### src/rtl/hazard_ctl_pkg.sv
// -----------------------------------------------------------------------------
// hazard_pkg
// Shared definitions for the RV32I pipeline hazard controller.
//   FWD_*      : operand forwarding select encodings
//   state_t    : memory-freeze sequencer states
//   cnt_width  : width of the MEM_WAIT cycle counter for a given WAIT_MAX
// -----------------------------------------------------------------------------
package hazard_pkg;

    localparam logic [1:0] FWD_NONE = 2'b00;  // operand comes from the register file
    localparam logic [1:0] FWD_MEM  = 2'b01;  // operand comes from EX/MEM
    localparam logic [1:0] FWD_WB   = 2'b10;  // operand comes from MEM/WB

    typedef enum logic {
        ST_RUN      = 1'b0,
        ST_MEM_WAIT = 1'b1
    } state_t;

    // The counter only has to reach wait_max-1, so clog2(wait_max) bits suffice.
    function automatic int cnt_width(input int wait_max);
        return $clog2(wait_max);
    endfunction

endpackage

### src/rtl/hazard_ctl_if.sv
// -----------------------------------------------------------------------------
// hazard_ctl_if
// Bundles every control signal between the pipeline stages and hazard_ctl.
//   master : the pipeline side (drives the i_* stage/memory status, reads o_*)
//   slave  : hazard_ctl itself (reads i_*, drives o_*)
// When HAZARD_PERF_EN is defined, the two performance counters
// o_stall_cycles and o_flush_count are added to the bundle.
// -----------------------------------------------------------------------------
interface hazard_ctl_if;

    // ID stage
    logic [4:0] i_id_rs1;
    logic [4:0] i_id_rs2;
    logic       i_id_use_rs1;
    logic       i_id_use_rs2;
    logic       i_id_is_ctrl;
    logic       i_redirect;
    // ID/EX
    logic [4:0] i_ex_rs1;
    logic [4:0] i_ex_rs2;
    logic [4:0] i_ex_rd;
    logic       i_ex_valid;
    logic       i_ex_reg_write;
    logic       i_ex_mem_read;
    // EX/MEM
    logic [4:0] i_mem_rd;
    logic       i_mem_valid;
    logic       i_mem_reg_write;
    logic       i_mem_mem_read;
    // MEM/WB
    logic [4:0] i_wb_rd;
    logic       i_wb_valid;
    logic       i_wb_reg_write;
    // data memory
    logic       i_dmem_req;
    logic       i_dmem_ready;
    // controls
    logic [1:0] o_forward_a;
    logic [1:0] o_forward_b;
    logic       o_stall_if;
    logic       o_stall_id;
    logic       o_bubble_ex;
    logic       o_stall_back;
    logic       o_flush_id;
    logic       o_dmem_timeout;
`ifdef HAZARD_PERF_EN
    logic [31:0] o_stall_cycles;
    logic [31:0] o_flush_count;

    modport master (
        output i_id_rs1, i_id_rs2, i_id_use_rs1, i_id_use_rs2, i_id_is_ctrl, i_redirect,
               i_ex_rs1, i_ex_rs2, i_ex_rd, i_ex_valid, i_ex_reg_write, i_ex_mem_read,
               i_mem_rd, i_mem_valid, i_mem_reg_write, i_mem_mem_read,
               i_wb_rd, i_wb_valid, i_wb_reg_write, i_dmem_req, i_dmem_ready,
        input  o_forward_a, o_forward_b, o_stall_if, o_stall_id, o_bubble_ex,
               o_stall_back, o_flush_id, o_dmem_timeout, o_stall_cycles, o_flush_count
    );

    modport slave (
        input  i_id_rs1, i_id_rs2, i_id_use_rs1, i_id_use_rs2, i_id_is_ctrl, i_redirect,
               i_ex_rs1, i_ex_rs2, i_ex_rd, i_ex_valid, i_ex_reg_write, i_ex_mem_read,
               i_mem_rd, i_mem_valid, i_mem_reg_write, i_mem_mem_read,
               i_wb_rd, i_wb_valid, i_wb_reg_write, i_dmem_req, i_dmem_ready,
        output o_forward_a, o_forward_b, o_stall_if, o_stall_id, o_bubble_ex,
               o_stall_back, o_flush_id, o_dmem_timeout, o_stall_cycles, o_flush_count
    );
`else
    modport master (
        output i_id_rs1, i_id_rs2, i_id_use_rs1, i_id_use_rs2, i_id_is_ctrl, i_redirect,
               i_ex_rs1, i_ex_rs2, i_ex_rd, i_ex_valid, i_ex_reg_write, i_ex_mem_read,
               i_mem_rd, i_mem_valid, i_mem_reg_write, i_mem_mem_read,
               i_wb_rd, i_wb_valid, i_wb_reg_write, i_dmem_req, i_dmem_ready,
        input  o_forward_a, o_forward_b, o_stall_if, o_stall_id, o_bubble_ex,
               o_stall_back, o_flush_id, o_dmem_timeout
    );

    modport slave (
        input  i_id_rs1, i_id_rs2, i_id_use_rs1, i_id_use_rs2, i_id_is_ctrl, i_redirect,
               i_ex_rs1, i_ex_rs2, i_ex_rd, i_ex_valid, i_ex_reg_write, i_ex_mem_read,
               i_mem_rd, i_mem_valid, i_mem_reg_write, i_mem_mem_read,
               i_wb_rd, i_wb_valid, i_wb_reg_write, i_dmem_req, i_dmem_ready,
        output o_forward_a, o_forward_b, o_stall_if, o_stall_id, o_bubble_ex,
               o_stall_back, o_flush_id, o_dmem_timeout
    );
`endif

endinterface

### src/rtl/hazard_ctl_fwd_sel.sv
// -----------------------------------------------------------------------------
// fwd_sel
// Forwarding select for one EX-stage source operand.
//   ex_rs                          : EX source register address
//   mem_valid/mem_reg_write/mem_rd : EX/MEM writer
//   wb_valid/wb_reg_write/wb_rd    : MEM/WB writer
//   sel                            : FWD_NONE / FWD_MEM / FWD_WB
// The younger EX/MEM result wins over MEM/WB; x0 is never forwarded.
// -----------------------------------------------------------------------------
module fwd_sel
    import hazard_pkg::*;
(
    input  logic [4:0] ex_rs,
    input  logic       mem_valid,
    input  logic       mem_reg_write,
    input  logic [4:0] mem_rd,
    input  logic       wb_valid,
    input  logic       wb_reg_write,
    input  logic [4:0] wb_rd,
    output logic [1:0] sel
);

    logic mem_hit;
    logic wb_hit;

    assign mem_hit = mem_valid && mem_reg_write && (mem_rd != 5'd0) && (mem_rd == ex_rs);
    assign wb_hit  = wb_valid  && wb_reg_write  && (wb_rd  != 5'd0) && (wb_rd  == ex_rs);

    always_comb begin
        if (mem_hit)     sel = FWD_MEM;
        else if (wb_hit) sel = FWD_WB;
        else             sel = FWD_NONE;
    end

endmodule

### src/rtl/hazard_ctl.sv
// -----------------------------------------------------------------------------
// hazard_ctl
// Pipeline hazard controller for the 5-stage RV32I core: EX operand
// forwarding, load-use and branch-operand stalls, ID redirect flush, and a
// whole-pipeline freeze while the data memory is not ready (with timeout).
// Ports:
//   i_clk   : clock, rising edge
//   i_rst_n : asynchronous active-low reset
//   bus     : hazard_ctl_if.slave -- stage status in, stall/flush/forward out
// Parameters:
//   WAIT_MAX : MEM_WAIT cycles tolerated before the wait is abandoned (2..65535)
// Configuration:
//   HAZARD_PERF_EN : adds saturating o_stall_cycles / o_flush_count counters
// -----------------------------------------------------------------------------
module hazard_ctl
    import hazard_pkg::*;
#(
    parameter int WAIT_MAX = 16
) (
    input  logic         i_clk,
    input  logic         i_rst_n,
    hazard_ctl_if.slave  bus
);

    localparam int CW = cnt_width(WAIT_MAX);
    localparam logic [CW-1:0] CNT_LAST = CW'(WAIT_MAX - 1);

    state_t        state, state_d;
    logic [CW-1:0] cnt, cnt_d;
    logic          redirect_pending, redirect_pending_d;

    logic used_rs1, used_rs2;
    logic load_use, ctrl_haz;
    logic ex_hit, mem_hit;

    logic stall_if, stall_id, bubble_ex, stall_back, flush_id, dmem_timeout;

    // ---------------- forwarding ----------------
    fwd_sel u_fwd_a (
        .ex_rs         (bus.i_ex_rs1),
        .mem_valid     (bus.i_mem_valid),
        .mem_reg_write (bus.i_mem_reg_write),
        .mem_rd        (bus.i_mem_rd),
        .wb_valid      (bus.i_wb_valid),
        .wb_reg_write  (bus.i_wb_reg_write),
        .wb_rd         (bus.i_wb_rd),
        .sel           (bus.o_forward_a)
    );

    fwd_sel u_fwd_b (
        .ex_rs         (bus.i_ex_rs2),
        .mem_valid     (bus.i_mem_valid),
        .mem_reg_write (bus.i_mem_reg_write),
        .mem_rd        (bus.i_mem_rd),
        .wb_valid      (bus.i_wb_valid),
        .wb_reg_write  (bus.i_wb_reg_write),
        .wb_rd         (bus.i_wb_rd),
        .sel           (bus.o_forward_b)
    );

    // ---------------- hazard terms ----------------
    // A non-zero "used" source guarantees a rd match implies rd != x0.
    assign used_rs1 = bus.i_id_use_rs1 && (bus.i_id_rs1 != 5'd0);
    assign used_rs2 = bus.i_id_use_rs2 && (bus.i_id_rs2 != 5'd0);

    assign ex_hit  = (used_rs1 && (bus.i_ex_rd  == bus.i_id_rs1)) ||
                     (used_rs2 && (bus.i_ex_rd  == bus.i_id_rs2));
    assign mem_hit = (used_rs1 && (bus.i_mem_rd == bus.i_id_rs1)) ||
                     (used_rs2 && (bus.i_mem_rd == bus.i_id_rs2));

    assign load_use = bus.i_ex_valid && bus.i_ex_mem_read && ex_hit;

    // Branches resolve in ID, so they also wait for ALU results still in EX
    // and for loads that have only reached MEM.
    assign ctrl_haz = bus.i_id_is_ctrl &&
                      ((bus.i_ex_valid  && bus.i_ex_reg_write  && ex_hit) ||
                       (bus.i_mem_valid && bus.i_mem_mem_read && mem_hit));

    // ---------------- sequencer ----------------
    // NOTE: sequential state uses non-blocking assignments so every register
    // samples the pre-edge values regardless of statement order.
    always_ff @(posedge i_clk or negedge i_rst_n) begin
        if (!i_rst_n) begin
            state            <= ST_RUN;
            cnt              <= '0;
            redirect_pending <= 1'b0;
        end else begin
            state            <= state_d;
            cnt              <= cnt_d;
            redirect_pending <= redirect_pending_d;
        end
    end

    always_comb begin
        // NOTE: every output of this block gets a default first, so no path
        // through the case statement can infer a latch.
        state_d            = state;
        cnt_d              = cnt;
        redirect_pending_d = redirect_pending;
        stall_if           = 1'b0;
        stall_id           = 1'b0;
        bubble_ex          = 1'b0;
        stall_back         = 1'b0;
        flush_id           = 1'b0;
        dmem_timeout       = 1'b0;

        case (state)
            ST_RUN: begin
                if (bus.i_dmem_req && !bus.i_dmem_ready) begin
                    stall_if   = 1'b1;
                    stall_id   = 1'b1;
                    stall_back = 1'b1;
                    cnt_d      = '0;
                    state_d    = ST_MEM_WAIT;
                end else if (load_use || ctrl_haz) begin
                    // The redirect is recomputed once the operand arrives,
                    // so no flush while the ID instruction is held.
                    stall_if  = 1'b1;
                    stall_id  = 1'b1;
                    bubble_ex = 1'b1;
                end else begin
                    flush_id           = bus.i_redirect || redirect_pending;
                    redirect_pending_d = 1'b0;
                end
            end

            ST_MEM_WAIT: begin
                stall_if   = 1'b1;
                stall_id   = 1'b1;
                stall_back = 1'b1;
                if (bus.i_redirect) redirect_pending_d = 1'b1;
                if (bus.i_dmem_ready) begin
                    state_d = ST_RUN;
                end else if (cnt == CNT_LAST) begin
                    dmem_timeout = 1'b1;
                    state_d      = ST_RUN;
                end else begin
                    cnt_d = cnt + 1'b1;
                end
            end

            default: state_d = ST_RUN;
        endcase
    end

    assign bus.o_stall_if     = stall_if;
    assign bus.o_stall_id     = stall_id;
    assign bus.o_bubble_ex    = bubble_ex;
    assign bus.o_stall_back   = stall_back;
    assign bus.o_flush_id     = flush_id;
    assign bus.o_dmem_timeout = dmem_timeout;

`ifdef HAZARD_PERF_EN
    // ---------------- performance counters ----------------
    logic [31:0] stall_cycles;
    logic [31:0] flush_count;

    always_ff @(posedge i_clk or negedge i_rst_n) begin
        if (!i_rst_n) begin
            stall_cycles <= '0;
            flush_count  <= '0;
        end else begin
            if (stall_if && (stall_cycles != 32'hFFFF_FFFF)) stall_cycles <= stall_cycles + 32'd1;
            if (flush_id && (flush_count  != 32'hFFFF_FFFF)) flush_count  <= flush_count  + 32'd1;
        end
    end

    assign bus.o_stall_cycles = stall_cycles;
    assign bus.o_flush_count  = flush_count;
`endif

endmodule

### src/flat_wrapper.sv
// flat-port wrapper written by rule: the top's interface ports become plain ports
module hazard_ctl_flat import hazard_pkg::*;
#(
    parameter int WAIT_MAX = 16
)
  (i_clk, i_rst_n, bus_i_id_rs1, bus_i_id_rs2, bus_i_id_use_rs1, bus_i_id_use_rs2, bus_i_id_is_ctrl, bus_i_redirect, bus_i_ex_rs1, bus_i_ex_rs2, bus_i_ex_rd, bus_i_ex_valid, bus_i_ex_reg_write, bus_i_ex_mem_read, bus_i_mem_rd, bus_i_mem_valid, bus_i_mem_reg_write, bus_i_mem_mem_read, bus_i_wb_rd, bus_i_wb_valid, bus_i_wb_reg_write, bus_i_dmem_req, bus_i_dmem_ready, bus_o_forward_a, bus_o_forward_b, bus_o_stall_if, bus_o_stall_id, bus_o_bubble_ex, bus_o_stall_back, bus_o_flush_id, bus_o_dmem_timeout);
  hazard_ctl_if bus_i ();
  input  logic i_clk;
  input  logic i_rst_n;
  input wire logic [$bits(bus_i.i_id_rs1)-1:0] bus_i_id_rs1;
  input wire logic [$bits(bus_i.i_id_rs2)-1:0] bus_i_id_rs2;
  input wire logic [$bits(bus_i.i_id_use_rs1)-1:0] bus_i_id_use_rs1;
  input wire logic [$bits(bus_i.i_id_use_rs2)-1:0] bus_i_id_use_rs2;
  input wire logic [$bits(bus_i.i_id_is_ctrl)-1:0] bus_i_id_is_ctrl;
  input wire logic [$bits(bus_i.i_redirect)-1:0] bus_i_redirect;
  input wire logic [$bits(bus_i.i_ex_rs1)-1:0] bus_i_ex_rs1;
  input wire logic [$bits(bus_i.i_ex_rs2)-1:0] bus_i_ex_rs2;
  input wire logic [$bits(bus_i.i_ex_rd)-1:0] bus_i_ex_rd;
  input wire logic [$bits(bus_i.i_ex_valid)-1:0] bus_i_ex_valid;
  input wire logic [$bits(bus_i.i_ex_reg_write)-1:0] bus_i_ex_reg_write;
  input wire logic [$bits(bus_i.i_ex_mem_read)-1:0] bus_i_ex_mem_read;
  input wire logic [$bits(bus_i.i_mem_rd)-1:0] bus_i_mem_rd;
  input wire logic [$bits(bus_i.i_mem_valid)-1:0] bus_i_mem_valid;
  input wire logic [$bits(bus_i.i_mem_reg_write)-1:0] bus_i_mem_reg_write;
  input wire logic [$bits(bus_i.i_mem_mem_read)-1:0] bus_i_mem_mem_read;
  input wire logic [$bits(bus_i.i_wb_rd)-1:0] bus_i_wb_rd;
  input wire logic [$bits(bus_i.i_wb_valid)-1:0] bus_i_wb_valid;
  input wire logic [$bits(bus_i.i_wb_reg_write)-1:0] bus_i_wb_reg_write;
  input wire logic [$bits(bus_i.i_dmem_req)-1:0] bus_i_dmem_req;
  input wire logic [$bits(bus_i.i_dmem_ready)-1:0] bus_i_dmem_ready;
  output wire logic [$bits(bus_i.o_forward_a)-1:0] bus_o_forward_a;
  output wire logic [$bits(bus_i.o_forward_b)-1:0] bus_o_forward_b;
  output wire logic [$bits(bus_i.o_stall_if)-1:0] bus_o_stall_if;
  output wire logic [$bits(bus_i.o_stall_id)-1:0] bus_o_stall_id;
  output wire logic [$bits(bus_i.o_bubble_ex)-1:0] bus_o_bubble_ex;
  output wire logic [$bits(bus_i.o_stall_back)-1:0] bus_o_stall_back;
  output wire logic [$bits(bus_i.o_flush_id)-1:0] bus_o_flush_id;
  output wire logic [$bits(bus_i.o_dmem_timeout)-1:0] bus_o_dmem_timeout;
  assign bus_i.i_id_rs1 = bus_i_id_rs1;
  assign bus_i.i_id_rs2 = bus_i_id_rs2;
  assign bus_i.i_id_use_rs1 = bus_i_id_use_rs1;
  assign bus_i.i_id_use_rs2 = bus_i_id_use_rs2;
  assign bus_i.i_id_is_ctrl = bus_i_id_is_ctrl;
  assign bus_i.i_redirect = bus_i_redirect;
  assign bus_i.i_ex_rs1 = bus_i_ex_rs1;
  assign bus_i.i_ex_rs2 = bus_i_ex_rs2;
  assign bus_i.i_ex_rd = bus_i_ex_rd;
  assign bus_i.i_ex_valid = bus_i_ex_valid;
  assign bus_i.i_ex_reg_write = bus_i_ex_reg_write;
  assign bus_i.i_ex_mem_read = bus_i_ex_mem_read;
  assign bus_i.i_mem_rd = bus_i_mem_rd;
  assign bus_i.i_mem_valid = bus_i_mem_valid;
  assign bus_i.i_mem_reg_write = bus_i_mem_reg_write;
  assign bus_i.i_mem_mem_read = bus_i_mem_mem_read;
  assign bus_i.i_wb_rd = bus_i_wb_rd;
  assign bus_i.i_wb_valid = bus_i_wb_valid;
  assign bus_i.i_wb_reg_write = bus_i_wb_reg_write;
  assign bus_i.i_dmem_req = bus_i_dmem_req;
  assign bus_i.i_dmem_ready = bus_i_dmem_ready;
  assign bus_o_forward_a = bus_i.o_forward_a;
  assign bus_o_forward_b = bus_i.o_forward_b;
  assign bus_o_stall_if = bus_i.o_stall_if;
  assign bus_o_stall_id = bus_i.o_stall_id;
  assign bus_o_bubble_ex = bus_i.o_bubble_ex;
  assign bus_o_stall_back = bus_i.o_stall_back;
  assign bus_o_flush_id = bus_i.o_flush_id;
  assign bus_o_dmem_timeout = bus_i.o_dmem_timeout;
  hazard_ctl #(.WAIT_MAX(WAIT_MAX)) u_core (.i_clk(i_clk), .i_rst_n(i_rst_n), .bus(bus_i));
endmodule
### config.mk
export PLATFORM = sky130hd
export DESIGN_NAME = hazard_ctl_flat
export DESIGN_NICKNAME = d
export VERILOG_FILES = /design/src/rtl/hazard_ctl_pkg.sv /design/src/rtl/hazard_ctl_if.sv /design/src/rtl/hazard_ctl_fwd_sel.sv /design/src/rtl/hazard_ctl.sv /design/src/flat_wrapper.sv
export SDC_FILE = /design/constraint.sdc
export NUM_CORES = 1
export LEC_CHECK = 0
export CAP_MARGIN = 15
export CORE_ASPECT_RATIO = 0.8
export CORE_UTILIZATION = 40
export CTS_CLUSTER_SIZE = 16
export DETAILED_ROUTE_END_ITERATION = 6
export GPL_TIMING_DRIVEN = 0
export MAX_ROUTING_LAYER = met4
export PLACE_DENSITY_LB_ADDON = 0.12
export SYNTH_ARGS = -nofsm -noshare
export SYNTH_HDL_FRONTEND = slang
export SYNTH_HIERARCHICAL = 1
export SYNTH_SLANG_ARGS = --single-unit
export TNS_END_PERCENT = 50
### constraint.sdc
create_clock -name i_clk -period 6.9 [get_ports i_clk]
set_input_delay 2.07 -clock i_clk [delete_from_list [all_inputs] [get_ports i_clk]]
set_output_delay 2.07 -clock i_clk [all_outputs]
set_load 0.005 [all_outputs]
==> impl_metrics.env <==
export IMPL_hpwlAfterDp_um=2310
export IMPL_route_detailed_drc=10
export IMPL_syn_nets=166
export IMPL_p_per_area_nw_per_um2=103
export IMPL_drv_cap=0
export IMPL_switching_share=0.318
export IMPL_clkTransAtPathRegs_ns=0.04
export IMPL_grt_start_max_net_pins=7
export IMPL_diodes=0
export IMPL_synth_area_per_cell_um2=8.45
export IMPL_cts_tree="yes"
export IMPL_cp_arrival_ns=4.13
export IMPL_p_leak_nw=0.571
export IMPL_setup_viol=0
export IMPL_portBuffers=60
export IMPL_globalplace_congestion=0.845
export IMPL_synth_cells=114
export IMPL_ys_ff_latch=6
export IMPL_coreArea_um2=2210
export IMPL_rows=15
export IMPL_postRouteWirelength_um=2790
export IMPL_ctsHoldBuffers=0
export IMPL_synth_largest_area_cell="xnor2_1"
export IMPL_r2r_end="u_core/cnt[0]"
export IMPL_critPathLaunchType="input port"
export IMPL_rsz0062_at_grt="no"
export IMPL_critPathMaxFanout=6
export IMPL_hold_path_class="reg -> reg"
export IMPL_status="finished with violations"
export IMPL_hold_end="u_core/cnt[1]"
export IMPL_critPathKind="in -> out"
export IMPL_slew_violations=0
export IMPL_min_period_ns=6.20
export IMPL_routed_via_density=5.47
export IMPL_yosys_warnings=6
export IMPL_holdPathStages=2
export IMPL_end_kind="primary output"
export IMPL_ys_top_cells_by_area="xnor2_1 (22%), dfrtp_1 (16%), xor2_1 (12%), nand4_1 (3.9%), o41ai_2 (3.4%)"
export IMPL_die_w_um=56.9
export IMPL_die_h_um=45.9
export IMPL_groute_usage_overall=0.224
export IMPL_grt_ovfl_total=0
export IMPL_setup_tns_ns=0
export IMPL_cts_htree_levels=1
export IMPL_hold_viol_final=0
export IMPL_skew_ns=0.00430
export IMPL_use_met1=0.272
export IMPL_cts_root_buffer="clkbuf_4"
export IMPL_hold_start="u_core/cnt[1]"
export IMPL_netlist_area_um2=963
export IMPL_drt_initial_drc_count=64
export IMPL_fin_ws_ns=0.703
export IMPL_fin_crit_sh=0.898
export IMPL_fmax_ghz=0.161
export IMPL_yosysSeqAreaShare=0.156
export IMPL_clkLatencyLatePin_ns=0.24
export IMPL_clk_path_buf_depth=2
export IMPL_fin_nets=231
export IMPL_ys_types=37
export IMPL_postCtsSetupRepairBufs=0
export IMPL_violations="design-rule violations"
export IMPL_slew_headroom=0.694
export IMPL_grt_pass1_wl_um=4460
export IMPL_cts_repair_resized=0
export IMPL_power_frac_clock=0.182
export IMPL_reg2reg_from="u_core/cnt[0]"
export IMPL_rrSetupSlack_ns=5.25
export IMPL_preCtsSetupSlack_ns=0.684
export IMPL_vdd_ir_drop_max_mv=0.157
export IMPL_grt_pass1_vias=1094
export IMPL_cts_sinks=6
export IMPL_critical_path_startpoint="bus_i_mem_rd[0]"
export IMPL_fin_util=0.731
export IMPL_die_area_um2=2610
export IMPL_p_int_mw=0.114
export IMPL_boundaryPins=61
export IMPL_power_switching_mw=0.0529
export IMPL_start_util=0.435
export IMPL_drt_antenna_violating_nets=0
export IMPL_design_area_um2=1620
export IMPL_seqPwrFrac=0.277
export IMPL_synth_top_area_frac=0.218
export IMPL_antenna_found_initial=0
export IMPL_globalRoute_busiestLayer="met2"
export IMPL_firstDrtPassIters=6
export IMPL_grt_met2_usage=0.402
export IMPL_final_layout_size_suffix_gt1_frac=0.107
export IMPL_cts_made_buffers=3
export IMPL_dr_total_vias=1104
export IMPL_tightestPinTransition_ns=0.456
export IMPL_reg2regPathDepth=4
export IMPL_grt_met3_usage=0.0511
export IMPL_placed_area_um2=1600
export IMPL_combinationalPowerShare=0.541
export IMPL_area_delta_synth_final_pct=67.9
export IMPL_critPathRequiredTime_ns=4.83
export IMPL_routedWlPerCell_um=13.8
-- metrics by stage --
stage          std cells  total power, mW  hold WS [ns]
4_1_cts              202            0.168         0.542
2_1_floorplan        114           0.0832         0.482
6_report             202            0.167         0.551
3_5_place_dp         199            0.135         0.531
3_3_place_gp         199            0.133         0.506
5_1_grt              202            0.179         0.572
-- worst max path at each step --
stage	endpoint	slack, ns	cells after the start
floorplan	bus_o_stall_if	1.72	5
global placement	bus_o_stall_if	0.72	8
detailed placement	bus_o_stall_if	0.68	8
CTS	bus_o_stall_if	0.69	8
global route	bus_o_stall_if	0.55	8
finish	bus_o_stall_if	0.70	8
-- registers in the layout, indices dropped and copies added (netlist names) --
name	flops
u_core/state	1
u_core/redirect_pending	1
u_core/cnt	4
-- routing by layer --
| metal | up-vias | wire length [um] |
|---|---|---|
| met2 | 46 | 1260 |
| met4 | 0 | 14 |
| met5 | - | 0 |
| li1 | 545 | - |
| met3 | 4 | 260 |
| met1 | 509 | 1260 |
-- layout make-up --
type / instances / area, um2
clock buffer: 3 / 22.5
buffer: 3 / 22.5
multi-input combinational: 96 / 757
sequential: 6 / 150
tap: 25 / 31.3
timing repair buffer: 60 / 601
inverter: 9 / 33.8
fill: 182 / 597
-- critical path: stages --
cell,delay [ns]
clkdlybuf4s50_1,0.69
xnor2_1,0.17
nand4_1,0.10
nor3_1,0.27
o21ai_2,0.11
nand3_1,0.12
buf_4,0.11
clkdlybuf4s50_1,0.48
-- cells in the mapped netlist (all sizes together) --
cell / n
ha: 1
o2111a: 1
nand2b: 1
nand4: 6
nor4: 5
nand3: 4
o2111ai: 2
o21ai: 8
a22oi: 1
a21o: 1
dfrtp: 6
nor2: 6
a311oi: 1
xnor2: 24
and3: 1
a21oi: 1
a2111oi: 2
xor2: 13
o311ai: 1
and2: 1
mux2: 1
nand3b: 1
or4: 2
inv: 5
buf: 3
o21bai: 1
o41ai: 2
o211ai: 3
nor3: 3
nand2: 3
clkinv: 4
-- power groups by stage --
stage	clock network (mW)	registers [mW]	logic, mW
floorplan	0	0.0447	0.0385
CTS	0.0319	0.0456	0.0901
detailed placement	0	0.0459	0.0894
finish	0.0303	0.0461	0.0902
global placement	0	0.0458	0.0873
global route	0.0338	0.0465	0.0986
-- cell usage in the layout, fill, tap and decap left out, types with 2 or more instances in the layout --
master and count:
inv_1 4, buf_4 3, dfrtp_1 6, nand2_1 3
xnor2_1 24, o21ai_0 3, nor4_1 4, nand3_1 4
a2111oi_2 2, clkbuf_4 3, o2111ai_1 2, clkdlybuf4s50_1 60
o41ai_2 2, nand4_1 6, o21ai_2 2, nor3_2 2
xor2_1 13, o21ai_1 3, nor2_1 6, o211ai_1 3
clkinv_1 4
-- kinds of logic (layout without fill, tap and decap cells) --
logic type	Yosys count	after routing	synth area share
XOR/XNOR	37	37	0.336
AND/OR/NAND/NOR	33	33	0.207
AO/OA/AOI/OAI	24	24	0.218
buffers and inverters	12	75	0.0584
flip-flops	6	6	0.156
adder cells (fa/ha/maj)	1	1	0.0130
multiplexers	1	1	0.0117
Note: power is estimated with default switching activity, not from simulation.
